File: config.mk
export PLATFORM = sky130hd
export DESIGN_NAME = io_out_demux
export DESIGN_NICKNAME = d
export VERILOG_FILES = /design/src/rtl/io_pkg.sv /design/src/rtl/sync_fifo.sv /design/src/rtl/io_out_demux.sv
export SDC_FILE = /design/constraint.sdc
export NUM_CORES = 1
export LEC_CHECK = 0
export ABC_AREA = 1
export CORE_MARGIN = 2
export CORE_UTILIZATION = 50
export DETAILED_ROUTE_END_ITERATION = 10
export PLACE_DENSITY = 0.88
export SLEW_MARGIN = 10
export SYNTH_ARGS = -nofsm -noshare
export SYNTH_HDL_FRONTEND = slang
export SYNTH_SLANG_ARGS = --single-unit
File: constraint.sdc
create_clock -name CLK -period 1.6 [get_ports CLK]
set_input_delay 0.32 -clock CLK [delete_from_list [all_inputs] [get_ports CLK]]
set_output_delay 0.32 -clock CLK [all_outputs]
set_load 0.02 [all_outputs]
File: src/rtl/io_pkg.sv
// Shared IO port map and transmit-queue types, also used by the CPU top level.
package io_pkg;

  localparam logic [7:0] PORT_LEDS_DEF = 8'h40;
  localparam logic [7:0] PORT_SSEG_DEF = 8'h81;
  localparam logic [7:0] PORT_AUX_DEF  = 8'h42;
  localparam logic [7:0] PORT_TXQ_DEF  = 8'h50;
  localparam int         TXQ_DEPTH_DEF = 4;

  // Bit positions inside the UPD pulse vector {AUX,SSEG,LEDS}.
  localparam int UPD_LEDS = 0;
  localparam int UPD_SSEG = 1;
  localparam int UPD_AUX  = 2;

  typedef enum logic [1:0] {
    Q_EMPTY   = 2'd0,
    Q_PARTIAL = 2'd1,
    Q_FULL    = 2'd2
  } txq_state_e;

endpackage

File: src/rtl/sync_fifo.sv
// First-word fall-through synchronous FIFO; the occupancy state is exported as state_o.
module sync_fifo
  import io_pkg::*;
#(
  parameter int W     = 8,
  parameter int DEPTH = 4
) (
  input  logic                   clk_i,
  input  logic                   rst_ni,
  input  logic                   push_i,
  input  logic [W-1:0]           wr_data_i,
  input  logic                   pop_i,
  output logic [W-1:0]           rd_data_o,
  output logic [$clog2(DEPTH):0] count_o,
  output logic                   full_o,
  output logic                   overflow_o,
  output txq_state_e             state_o
);

  localparam int AW = $clog2(DEPTH);
  localparam int CW = AW + 1;
  localparam logic [CW-1:0] DEPTH_C = CW'(DEPTH);

  logic [W-1:0]  mem [DEPTH];
  logic [AW-1:0] wr_ptr_q, wr_ptr_d;
  logic [AW-1:0] rd_ptr_q, rd_ptr_d;
  logic [CW-1:0] count_q, count_d;
  txq_state_e    state_q, state_d;
  logic          do_push, do_pop;

  // Handshake: the head is transferred at an edge where state is not EMPTY and
  // pop_i is high; a push while FULL is accepted only if a pop frees a slot at
  // the same edge, otherwise the byte is dropped and overflow_o is raised.
  always_comb begin
    do_pop     = pop_i && (state_q != Q_EMPTY);
    do_push    = push_i && ((state_q != Q_FULL) || do_pop);
    overflow_o = push_i && (state_q == Q_FULL) && !do_pop;
    wr_ptr_d   = wr_ptr_q;
    rd_ptr_d   = rd_ptr_q;
    count_d    = count_q;
    if (do_push) wr_ptr_d = wr_ptr_q + AW'(1);
    if (do_pop)  rd_ptr_d = rd_ptr_q + AW'(1);
    if (do_push && !do_pop) count_d = count_q + CW'(1);
    if (do_pop && !do_push) count_d = count_q - CW'(1);
    if (count_d == '0)          state_d = Q_EMPTY;
    else if (count_d == DEPTH_C) state_d = Q_FULL;
    else                         state_d = Q_PARTIAL;
  end

  always_ff @(posedge clk_i or negedge rst_ni) begin
    if (!rst_ni) begin
      wr_ptr_q <= '0;
      rd_ptr_q <= '0;
      count_q  <= '0;
      state_q  <= Q_EMPTY;
    end else begin
      wr_ptr_q <= wr_ptr_d;
      rd_ptr_q <= rd_ptr_d;
      count_q  <= count_d;
      state_q  <= state_d;
    end
  end

  // Storage is deliberately left out of reset; the pointers define validity.
  always_ff @(posedge clk_i) begin
    if (do_push) mem[wr_ptr_q] <= wr_data_i;
  end

  assign rd_data_o = mem[rd_ptr_q];
  assign count_o   = count_q;
  assign full_o    = (state_q == Q_FULL);
  assign state_o   = state_q;

endmodule

File: src/rtl/io_out_demux.sv
// CPU output-port decoder: LED/7-seg/AUX registers with update pulses, plus a
// transmit byte queue with a sticky overflow flag.
module io_out_demux
  import io_pkg::*;
#(
  parameter logic [7:0] PORT_LEDS = PORT_LEDS_DEF,
  parameter logic [7:0] PORT_SSEG = PORT_SSEG_DEF,
  parameter logic [7:0] PORT_AUX  = PORT_AUX_DEF,
  parameter logic [7:0] PORT_TXQ  = PORT_TXQ_DEF,
  parameter int         TXQ_DEPTH = TXQ_DEPTH_DEF
) (
  input  logic                       CLK,
  input  logic                       RST_N,
  input  logic [7:0]                 PORT_ID,
  input  logic [7:0]                 OUT_PORT,
  input  logic                       IO_STRB,
  output logic [7:0]                 LEDS,
  output logic [7:0]                 SSEG,
  output logic [7:0]                 AUX,
  output logic [2:0]                 UPD,
  output logic [7:0]                 TX_DATA,
  output logic                       TX_VALID,
  input  logic                       TX_READY,
  output logic [$clog2(TXQ_DEPTH):0] TXQ_COUNT,
  output logic                       TXQ_FULL,
  output logic                       OVF,
  input  logic                       OVF_CLR
);

  logic [7:0] leds_q, leds_d;
  logic [7:0] sseg_q, sseg_d;
  logic [7:0] aux_q, aux_d;
  logic [2:0] upd_q, upd_d;
  logic       ovf_q, ovf_d;
  logic       txq_push, txq_ovf;
  txq_state_e txq_state;

  always_comb begin
    leds_d   = leds_q;
    sseg_d   = sseg_q;
    aux_d    = aux_q;
    upd_d    = '0;
    ovf_d    = ovf_q;
    txq_push = IO_STRB && (PORT_ID == PORT_TXQ);
    if (IO_STRB && (PORT_ID == PORT_LEDS)) begin
      leds_d          = OUT_PORT;
      upd_d[UPD_LEDS] = 1'b1;
    end
    if (IO_STRB && (PORT_ID == PORT_SSEG)) begin
      sseg_d          = OUT_PORT;
      upd_d[UPD_SSEG] = 1'b1;
    end
    if (IO_STRB && (PORT_ID == PORT_AUX)) begin
      aux_d          = OUT_PORT;
      upd_d[UPD_AUX] = 1'b1;
    end
    // A fresh overflow wins over a clear sampled at the same edge.
    if (OVF_CLR) ovf_d = 1'b0;
    if (txq_ovf) ovf_d = 1'b1;
  end

  always_ff @(posedge CLK or negedge RST_N) begin
    if (!RST_N) begin
      leds_q <= '0;
      sseg_q <= '0;
      aux_q  <= '0;
      upd_q  <= '0;
      ovf_q  <= 1'b0;
    end else begin
      leds_q <= leds_d;
      sseg_q <= sseg_d;
      aux_q  <= aux_d;
      upd_q  <= upd_d;
      ovf_q  <= ovf_d;
    end
  end

  sync_fifo #(
    .W     (8),
    .DEPTH (TXQ_DEPTH)
  ) u_txq (
    .clk_i      (CLK),
    .rst_ni     (RST_N),
    .push_i     (txq_push),
    .wr_data_i  (OUT_PORT),
    .pop_i      (TX_READY),
    .rd_data_o  (TX_DATA),
    .count_o    (TXQ_COUNT),
    .full_o     (TXQ_FULL),
    .overflow_o (txq_ovf),
    .state_o    (txq_state)
  );

  assign TX_VALID = (txq_state != Q_EMPTY);
  assign LEDS     = leds_q;
  assign SSEG     = sseg_q;
  assign AUX      = aux_q;
  assign UPD      = upd_q;
  assign OVF      = ovf_q;

endmodule
==> metrics.md <==
| Metric | Value |
|---|---|
| Num CTS Buffers | `9` |
| Max-cap violations | `0` |
| Floorplan core area | `between 5000 and 6000 sq um` |
| H-tree lvl count | `3` |
| RD Place Congestion | `0.842` |
| Slew @ Worst Pin | `0.320 ns` |
| DRT Pass-1 Iters | `4` |
| DRC errors left | `0` |
| Hpwl dp | `4740 um` |
| IO Count | `62` |
| Top delay family on crit path | `flip-flops` |
| Synth unique cells | `27` |
| Seq/Total Area, Yosys | `0.643` |
| Setup slack after placement | `-0.428 ns` |
| Die Y | `80.6 um` |
| Fillers | `a little under 400` |
| Worst hold-check path type | `input port to asynchronous set/reset pin` |
| Vias | `2156` |
| Pwr per Cell Area | `1240 nW/um^2` |
| # rows | `27` |
| Die area | `6490 sq um` |
| Post-Syn Area | `slightly below 3000 sq um` |
| Largest net degree at the start of global routing | `18` |
| Critical Path RT | `1.28 ns` |
| Worst setup margin | `-0.0951 ns` |
| Worst Path Max Fanout | `17` |
| Bufs and invs on worst path | `2` |
| RSZ-0062 raised after global routing | `true` |
| Max-Slew Margin vs Limit | `0.787` |
| Critical-path cell list | `buf_6 > o21ai_0 > o22ai_1 > buf_4` |
| Endpoints failing setup | `8` |
| Worst Setup End Kind | `primary output` |
| Main synth FF type | `dfrtp_1` |
| Share of layout cells above drive strength 1 | `0.241` |
| Area fraction of the dominant cell type after synthesis | `0.328` |
| Vias per inst | `between 4 and 5` |
| Hold Vio Cnt, Final | `0` |
| Worst-path clk slew | `0.07 ns` |
| Synthesized net count | `291` |
| Net count, final | `383` |
| Asr flop ratio synth | `0.536` |
| Worst path max stage delay | `about 0.38 ns` |
| Antenna violations before repair | `0` |
| Area leader, netlist | `edfxtp_1` |
| Status | `finished, violations left` |
| Iter 0 DRT Violations | `~110` |
| Initial Utilization | `0.526` |
| Min Tclk post-route | `between 1.5 and 2 ns` |
| Antenna diodes | `0` |
| Fin crit share | `1.06` |
| Fmax | `between 500 and 600 MHz` |
| Cells after synthesis | `between 200 and 300` |
| Clock sink total | `69` |
| Final TNS setup | `-0.484 ns` |
| Antenna-violating nets left | `0` |
| Critical path's slowest cell | `dfrtp_1` |
| Die width | `80.6 um` |
| Total gr overflow | `0` |
| Worst-Skew Late Latency | `0.33 ns` |
| Clock root buffer | `clkbuf_8` |
| Most common cell after layout, fill and taps aside | `nand2_1` |
| YS warnings | `0` |
| Leakage | `approximately 1.9 nW` |
| Synth Register Bits | `69` |
| Type of element launching the critical path | `flip-flop` |
| Synth top area cells | `edfxtp_1 (33%), dfrtp_1 (32%), nand2_1 (4.9%)` |
| Final WL | `between 6000 and 7000 um` |
| Crit path DAT | `about 1.4 ns` |
| Post-synth EDFFs | `32` |
| TritonCTS clock tree | `yes` |
| Clock buffer depth | `2` |
| Commonest non-fill, non-tap cells in the layout | `nand2_1 (38), dfrtp_1 (36), inv_1 (35)` |
| Pins Over Slew Limit | `0` |
| Peak VDD IR | `0.648 mV` |
| P&R area growth vs syn | `35.2%` |
| # port buffers | `a little over 60` |
| Mapped Avg Cell Area | `11.1 sq um` |
| Critical path type | `flip-flop to primary output` |
| Layout Skew | `just under 0.004 ns` |
| Vias in the first global route | `2234` |
| Global Route Usage Sum | `0.222` |
| Failing checks | `setup timing` |
| WL per Instance | `15.0 um` |
| Global-route wire length before repair | `10600 um` |
-- worst reg2reg max path, stage by stage (launching register included) --
cell and delay (ns):
dfrtp_1 0.40, inv_1 0.08, ha_1 0.30, inv_1 0.08, nand4_1 0.10, nand3_1 0.12, nand3_2 0.10, nor2_1 0.09
-- sequential cells by signal, summed over array words and instances, names as in the netlist --
name,count
LEDS,8
OVF,1
u_txq.wr_ptr_q,2
u_txq.state_o,2
u_txq.count_o,3
u_txq.rd_ptr_q,2
AUX,8
u_txq.mem,32
UPD,3
SSEG,8
-- per-layer routing --
metal	vias to the layer above	global-route usage	share of wire
li1	1061	-	-
met1	1028	0.278	0.42
met2	62	0.363	0.50
met3	5	0.0730	0.065
met4	0	0.0780	0.0079
met5	-	0	0
-- cell type report --
cell class | count | area, sq um | area share
inverter | 38 | 143 | 0.0360
timing repair buffer | 88 | 801 | 0.202
sequential | 69 | 1890 | 0.476
clock inverter | 7 | 41.3 | 0.0104
tap | 72 | 90.1 | 0.0227
clock buffer | 9 | 124 | 0.0313
multi-input combinational | 150 | 877 | 0.221
-- stage by stage --
stage          utilization  instances  total power, W  cell area [sq um]  hold WS (ns)
2_1_floorplan            -        264         0.00302               2930        0.0244
3_3_place_gp         0.682        414         0.00380               3800         0.198
3_5_place_dp         0.682        414         0.00386               3800         0.197
4_1_cts              0.704        431         0.00497               3930         0.363
5_1_grt              0.711        433         0.00520               3960         0.385
6_report             0.711        433         0.00493               3960         0.374
-- cell usage after synthesis, types with 3 or more instances --
library cell,count
dfrtp_1,37
nand4_1,3
o21ai_1,9
ha_1,6
inv_1,37
nand2_1,38
nor2_1,30
buf_2,3
nand3_1,5
nand3_2,3
edfxtp_1,32
o22ai_1,8
o21ai_2,16
nand2_2,3
o21ai_0,17
-- repair_timing --
item | CTS | global route
gates resized for setup | 83 | 12
hold buffers | 1 | 0
pin swaps | 0 | 4
setup buffers | 0 | 2
endpoints found under the setup margin | 73 | 50
hold endpoints to repair | 9 | 0
-- path summary, 6_finish.rpt --
path / start / endpoint / slack, ns / depth (start not counted)
hold / removal: RST_N / AUX[2]$_DFFE_PN0P_ / 0.37 / 2
max in group asynchronous: RST_N / LEDS[6]$_DFFE_PN0P_ / 0.75 / 3
setup reg to reg: u_txq.count_o[0]$_DFF_PN0_ / u_txq.state_o[1]$_DFF_PN0_ / 0.27 / 7
min in group CLK: IO_STRB / UPD[0]$_DFF_PN0_ / 0.45 / 5
hold reg to reg: LEDS[5]$_DFFE_PN0P_ / LEDS[5]$_DFFE_PN0P_ / 0.48 / 2
setup / recovery: u_txq.rd_ptr_q[0]$_DFFE_PN0N_ / TX_DATA[0] / -0.1 / 4
-- cells by family after synthesis --
| group | Yosys count | synth area share |
|---|---|---|
| adder cells (fa/ha/maj) | 6 | 0.0256 |
| flip-flops | 69 | 0.643 |
| AND/OR/NAND/NOR | 89 | 0.145 |
| XOR/XNOR | 2 | 0.00597 |
| buffers and inverters | 45 | 0.0640 |
| AO/OA/AOI/OAI | 53 | 0.116 |
-- where the power goes --
group | switching [W] | leakage, nW | internal, W
logic | 0.000981 | 1.06 | 0.000691
clock network | 0.000638 | 0.0805 | 0.000550
registers | 0.0000959 | 0.773 | 0.00198
total | 0.00171 | 1.91 | 0.00322
Power figures use the tool's default switching activity.
